$ cat src/rtl/draw_background_scroll_pkg.sv
// draw_pkg: shared constants for the scrolling background renderer.
//   - 12-bit RGB colour constants (black, yellow, red, green, blue)
//   - default active-area dimensions
//   - packed timing-bus type carried through the delay pipeline
package draw_pkg;

  localparam int unsigned H_ACTIVE_DEF = 1280;
  localparam int unsigned V_ACTIVE_DEF = 1024;

  localparam logic [11:0] COL_BLACK  = 12'h000;
  localparam logic [11:0] COL_YELLOW = 12'hFF0;
  localparam logic [11:0] COL_RED    = 12'hF00;
  localparam logic [11:0] COL_GREEN  = 12'h0F0;
  localparam logic [11:0] COL_BLUE   = 12'h00F;

  typedef struct packed {
    logic [10:0] vcount;
    logic [10:0] hcount;
    logic        vsync;
    logic        vblnk;
    logic        hsync;
    logic        hblnk;
  } timing_t;

endpackage

$ cat src/rtl/draw_background_scroll_delay_line.sv
// delay_line: fixed-depth register pipeline with asynchronous active-low reset.
//   i_clk   : clock
//   i_rst_n : async active-low reset, clears every stage
//   i_d     : WIDTH-bit input
//   o_q     : i_d delayed by exactly DEPTH cycles (DEPTH >= 1)
module delay_line #(
  parameter int unsigned WIDTH = 1,
  parameter int unsigned DEPTH = 1
) (
  input  logic             i_clk,
  input  logic             i_rst_n,
  input  logic [WIDTH-1:0] i_d,
  output logic [WIDTH-1:0] o_q
);

  logic [WIDTH-1:0] r_pipe [DEPTH];

  always_ff @(posedge i_clk or negedge i_rst_n) begin
    if (!i_rst_n) begin
      for (int unsigned i = 0; i < DEPTH; i++) r_pipe[i] <= '0;
    end else begin
      r_pipe[0] <= i_d;
      for (int unsigned i = 1; i < DEPTH; i++) r_pipe[i] <= r_pipe[i-1];
    end
  end

  assign o_q = r_pipe[DEPTH-1];

endmodule

$ cat src/rtl/draw_background_scroll.sv
// draw_background_scroll: vertically scrolling tiled background.
//   pclk_in / rst_in            : pixel clock, async active-low reset
//   vcount_in..hblnk_in         : input timing bus
//   scroll_en, scroll_step      : per-frame advance enable and step (lines)
//   scroll_load, scroll_value   : one-cycle load of the scroll offset
//   pixel_addr                  : combinational tile-ROM address {row, col}
//   rgb_pixel                   : ROM data, valid ROM_LAT cycles after address
//   vcount_out..hblnk_out       : timing bus delayed ROM_LAT+1 cycles
//   rgb_out                     : colour aligned with the delayed timing bus
//   scroll_offset, frame_tick   : current offset, one-cycle pulse per frame
// Optional feature macro: DRAW_BG_BORDER_EN (coloured border on active edges).
module draw_background_scroll
  import draw_pkg::*;
#(
  parameter int unsigned H_ACTIVE    = H_ACTIVE_DEF,
  parameter int unsigned V_ACTIVE    = V_ACTIVE_DEF,
  parameter int unsigned TILE_W_LOG2 = 6,
  parameter int unsigned TILE_H_LOG2 = 6,
  parameter int unsigned ROM_LAT     = 1
) (
  input  logic                             pclk_in,
  input  logic                             rst_in,
  input  logic [10:0]                      vcount_in,
  input  logic [10:0]                      hcount_in,
  input  logic                             vsync_in,
  input  logic                             vblnk_in,
  input  logic                             hsync_in,
  input  logic                             hblnk_in,
  input  logic                             scroll_en,
  input  logic [3:0]                       scroll_step,
  input  logic                             scroll_load,
  input  logic [TILE_H_LOG2-1:0]           scroll_value,
  output logic [TILE_H_LOG2+TILE_W_LOG2-1:0] pixel_addr,
  input  logic [11:0]                      rgb_pixel,
  output logic [10:0]                      vcount_out,
  output logic [10:0]                      hcount_out,
  output logic                             vsync_out,
  output logic                             vblnk_out,
  output logic                             hsync_out,
  output logic                             hblnk_out,
  output logic [11:0]                      rgb_out,
  output logic [TILE_H_LOG2-1:0]           scroll_offset,
  output logic                             frame_tick
);

  // Counters are 11 bits wide; this empty block only elaborates for
  // configurations the timing bus cannot represent.
  if (H_ACTIVE > 2048 || V_ACTIVE > 2048 || ROM_LAT < 1 || ROM_LAT > 4) begin : g_param_out_of_range
  end

  // ---------------- scroll offset and frame tick ----------------
  logic                   r_vblnk_d;
  logic                   r_tick;
  logic [TILE_H_LOG2-1:0] r_off;

  always_ff @(posedge pclk_in or negedge rst_in) begin
    if (!rst_in) begin
      r_vblnk_d <= 1'b0;
      r_tick    <= 1'b0;
      r_off     <= '0;
    end else begin
      r_vblnk_d <= vblnk_in;
      r_tick    <= vblnk_in & ~r_vblnk_d;
      // A load always wins over the frame advance.
      if (scroll_load)
        r_off <= scroll_value;
      else if (r_tick && scroll_en)
        r_off <= r_off + TILE_H_LOG2'(scroll_step);
    end
  end

  assign scroll_offset = r_off;
  assign frame_tick    = r_tick;

  // ---------------- ROM address ----------------
  logic [TILE_H_LOG2-1:0] w_row;
  assign w_row      = vcount_in[TILE_H_LOG2-1:0] + r_off;
  assign pixel_addr = {w_row, hcount_in[TILE_W_LOG2-1:0]};

  // ---------------- timing pipeline ----------------
  timing_t w_tin;
  timing_t w_tout;

  assign w_tin = '{vcount: vcount_in, hcount: hcount_in, vsync: vsync_in,
                   vblnk: vblnk_in, hsync: hsync_in, hblnk: hblnk_in};

  delay_line #(.WIDTH($bits(timing_t)), .DEPTH(ROM_LAT + 1)) u_timing (
    .i_clk   (pclk_in),
    .i_rst_n (rst_in),
    .i_d     (w_tin),
    .o_q     (w_tout)
  );

  assign vcount_out = w_tout.vcount;
  assign hcount_out = w_tout.hcount;
  assign vsync_out  = w_tout.vsync;
  assign vblnk_out  = w_tout.vblnk;
  assign hsync_out  = w_tout.hsync;
  assign hblnk_out  = w_tout.hblnk;

  // ---------------- colour select ----------------
  // Decision is made on the input-side pixel and carried alongside the ROM
  // read; the final mux picks ROM data or the fixed colour when data arrives.
  logic        w_use_rom;
  logic [11:0] w_fixed;

`ifdef DRAW_BG_BORDER_EN
  localparam logic [10:0] L_V_LAST = 11'(V_ACTIVE - 1);
  localparam logic [10:0] L_H_LAST = 11'(H_ACTIVE - 1);
`endif

  always_comb begin
    w_use_rom = 1'b0;
    w_fixed   = COL_BLACK;
    if (!(vblnk_in || hblnk_in)) begin
`ifdef DRAW_BG_BORDER_EN
      if (vcount_in == 11'd0)           w_fixed = COL_YELLOW;
      else if (vcount_in == L_V_LAST)   w_fixed = COL_RED;
      else if (hcount_in == 11'd0)      w_fixed = COL_GREEN;
      else if (hcount_in == L_H_LAST)   w_fixed = COL_BLUE;
      else                              w_use_rom = 1'b1;
`else
      w_use_rom = 1'b1;
`endif
    end
  end

  logic [12:0] w_sel_d;

  delay_line #(.WIDTH(13), .DEPTH(ROM_LAT)) u_colour (
    .i_clk   (pclk_in),
    .i_rst_n (rst_in),
    .i_d     ({w_use_rom, w_fixed}),
    .o_q     (w_sel_d)
  );

  logic [11:0] r_rgb;

  always_ff @(posedge pclk_in or negedge rst_in) begin
    if (!rst_in) r_rgb <= '0;
    else         r_rgb <= w_sel_d[12] ? rgb_pixel : w_sel_d[11:0];
  end

  assign rgb_out = r_rgb;

endmodule

$ cat config.mk
export PLATFORM = sky130hd
export DESIGN_NAME = draw_background_scroll
export DESIGN_NICKNAME = d
export VERILOG_FILES = /design/src/rtl/draw_background_scroll_pkg.sv /design/src/rtl/draw_background_scroll_delay_line.sv /design/src/rtl/draw_background_scroll.sv
export SDC_FILE = /design/constraint.sdc
export NUM_CORES = 1
export LEC_CHECK = 0
export ABC_AREA = 1
export CAP_MARGIN = 5
export CORE_ASPECT_RATIO = 0.7
export CORE_MARGIN = 2
export CORE_UTILIZATION = 30
export DETAILED_ROUTE_END_ITERATION = 6
export GPL_ROUTABILITY_DRIVEN = 0
export SETUP_SLACK_MARGIN = 0.2
export SLEW_MARGIN = 20
export SYNTH_ARGS = -nofsm -noshare
export SYNTH_HDL_FRONTEND = slang
export SYNTH_SLANG_ARGS = --single-unit
export TNS_END_PERCENT = 10
$ cat constraint.sdc
create_clock -name pclk_in -period 2.13 [get_ports pclk_in]
set_input_delay 0.426 -clock pclk_in [delete_from_list [all_inputs] [get_ports pclk_in]]
set_output_delay 0.426 -clock pclk_in [all_outputs]
set_load 0.05 [all_outputs]
==> flow_summary.ini <==
[run_status]
outcome = finished with violations
failed_checks = negative setup slack

[clocking]
htree_levels = 3
cts.hold.buffers_added = 0
tritoncts = done
cts_num_sinks = 72
clk_lat_worst_skew_ns = 0.33
numCtsBuffers = 9
clock_tree.root_cell = clkbuf_16
path_clk_slew_ns = 0.06
clk_path_buf_depth = 2

[yosys]
synth_simple_gate_area_frac = 0.104
synth.net_count = 277
synth_seq_area_share = 0.684
synth.area.top_cells = dfrtp_1, buf_4, nand2_1
synth_top_family_by_area = buffers and inverters
synth.ff_latch_count = 72
mappedNetlistArea_um2 = 2630
synth_compound_gate_area_share = 0.0171
yosys_warnings = 0
area_share_of_fa_ha_maj_cells_after_synthesis = 0.0580
synthCells = 214
syn_area_per_cell_um2 = 12.3
synthDominantAreaCellType = dfrtp_1
xor_xnor_share_of_the_synthesized_area = 0.0200
share_of_the_synthesized_area_in_the_top_cell_type = 0.684
synth.area.mux_share = 0
synth.distinct_cells = 18

[route]
drt_first_iter_violations = 60
drt-pass1-iter-count = 4
drt_drc_violations_left = 0
route.final.wire_length_mm = 5.57
post_drt_wl_per_cell_um = 12.5
drtAntennaViolNets = 0
viasPerCell = 3.94
route.vias.total = 1748

[global_routing]
grt_util_all_layers = 0.127
grt_first_pass_wirelength_mm = 8.74
initial_antenna_violation_count = 0
grt_max_degree = 73
globalRoute.totalOverflow = 0
first_global_vias = 1834

[worst_setup_path]
end_kind = output port
worst_r2r_startpoint = scroll_offset[0]$_DFFE_PN0P_
setup.worst_path.end = pixel_addr[8]
critical_path.startpoint = scroll_offset[0]$_DFFE_PN0P_
start_kind = flop
worstRegToRegCells = 10
setup.reg_to_reg.worst_slack_ns = 0.31
required_ns = 1.70
startpoint_to_endpoint_class_of_the_critical_path = flop to output port
timing.rr.end = scroll_offset[4]$_DFFE_PN0P_
cp.arrival_ns = 1.75
crit_path_max_fanout = 2

[timing]
period_minus_slack_ns = 2.18
transition_time_at_the_pin_with_the_least_slew_margin_ns = 0.874
maxSlewViolCount = 0
fmax_mhz = 459
rsz0062_at_grt = true
timing.slew.headroom = 0.417
finalSetupViolCount = 3
report.final.hold_viol_count = 0
final_critical_path_setup_slack_ns = -0.0504
fin_crit_sh = 1.02
fin_tns_setup_ns = -0.100
fin_worst_skew_ns = 0.00321

[min_path]
holdCritPathClass = input port to async pin

[power_and_ir_drop]
p_clk_frac = 0.343
switch_share = 0.306
pwr_density_cell_nw_per_um2 = 916
total_switching_power_w = 0.00120
vdd_drop_max_mv = 0.394
seqPwrFrac = 0.378
power.leakage_nw = 2.01
comb_power_share = 0.279
internal_power_w = 0.00273

[placement]
port_buf_inserts = 108
dp_worst_setup_slack_ns = -0.272
detail_placement_hpwl_mm = 4.13

[floorplan]
core_area_um2 = 8480
ioPinCount = 109
core.rowCount = 28
chipWidth_um = 116
die-height_um = 82.4
start_util = 0.311
die_area_um2 = 9560

[finish]
layout_cell_share_with_drive_strength_beyond_1 = 0.194
antennaDiodeCount = 0
final_nets = 382
syn_to_final_growth_pct = 62.9

[flow_run]
max_cap_viols = 0
final cells by class:
cell class,instances,area [µm²]
clock inverters,6,45.0
repair buffers,123,1300
flip-flops and latches,72,1810
inverters,25,93.8
clock buffers,10,229
fillers,772,4190
multi-input cells,88,663
well taps,120,150
synthesized netlist by cell type (all sizes together):
cell type   n
xnor2       2
nor2        5
nand2      43
a31oi       2
dfrtp      72
ha          9
a21oi       3
nand3b      3
o21ai       2
fa          2
nand4       2
nand3      10
o211ai      1
xor2        4
inv        25
buf        29
worst max-delay path, stage by stage, from the launching register on:
cell	delay, ns
dfrtp_2	0.43
ha_4	0.17
fa_2	0.35
buf_4	0.16
xor2_4	0.16
buf_12	0.15
routing by layer:
| metal | vias to the layer above | track usage | routed length (µm) |
|---|---|---|---|
| li1 | 841 | - | - |
| met1 | 825 | 0.158 | 2510 |
| met2 | 74 | 0.199 | 2550 |
| met3 | 8 | 0.0416 | 406 |
| met4 | 0 | 0.0643 | 102 |
| met5 | - | 0 | 0 |
stage by stage:
stage	power, W	std cells	cell area (µm²)	utilization	hold WS, ns
after floorplan	0.00211	214	2740	-	0.130
after global placement	0.00257	422	3940	0.464	0.331
after detailed placement	0.00258	422	3940	0.464	0.335
after CTS	0.00398	439	4250	0.502	0.255
after global routing	0.00412	444	4290	0.506	0.307
final	0.00393	444	4290	0.506	0.234
worst min-delay path by stage:
stage,start,cells after the start,slack [ns],to
final,rst_in,1,0.23,u_timing.r_pipe[36]$_DFF_PN0_
after global routing,rst_in,1,0.31,u_timing.r_pipe[36]$_DFF_PN0_
after CTS,rst_in,1,0.25,u_timing.r_pipe[36]$_DFF_PN0_
after detailed placement,u_timing.r_pipe[45]$_DFF_PN0_,0,0.33,u_timing.o_q[19]$_DFF_PN0_
after global placement,u_timing.r_pipe[34]$_DFF_PN0_,0,0.33,u_timing.o_q[8]$_DFF_PN0_
after floorplan,rst_in,0,0.13,frame_tick$_DFF_PN0_
sequential cells by signal (all words and copies together), names as in the netlist:
register	flops
frame_tick	1
rgb_out	12
scroll_offset	6
u_colour.o_q	1
u_timing.o_q	26
u_timing.r_pipe	26
power by group through the flow:
stage	Combinational [W]	Clock, W	Sequential (W)
5_1_grt	0.00116	0.00146	0.00150
6_report	0.00110	0.00135	0.00149
2_1_floorplan	0.000508	0	0.00161
4_1_cts	0.00108	0.00141	0.00150
3_5_place_dp	0.00106	0	0.00152
3_3_place_gp	0.00105	0	0.00152
cell families (layout without fill, tap and decap cells):
family	count (synthesis)	after routing
AOI/OAI and AO/OA	8	8
and+or+nand+nor	63	63
adders and majority gates	11	11
buffers and inverters	54	164
DFF	72	72
xor gates and xnor gates	6	6
layout by cell type, fill, tap and decap left out, drive strengths merged:
master,count
a21oi,3
dfrtp,72
xnor2,2
inv,26
nand2,43
ha,9
clkbuf,10
nand3,10
buf,28
fa,2
xor2,4
nand4,2
dlygate4sd2,11
nand3b,3
clkinv,3
o21ai,2
a31oi,2
o211ai,1
clkdlybuf4s50,84
clkinvlp,2
nor2,5
timing repair:
item,4_1_cts,5_1_grt
setup endpoints to repair,11,11
pin swaps,5,3
setup buffers,1,5
cloned,0,0
resized for setup,18,1
Note: power is estimated with default switching activity, not from simulation.
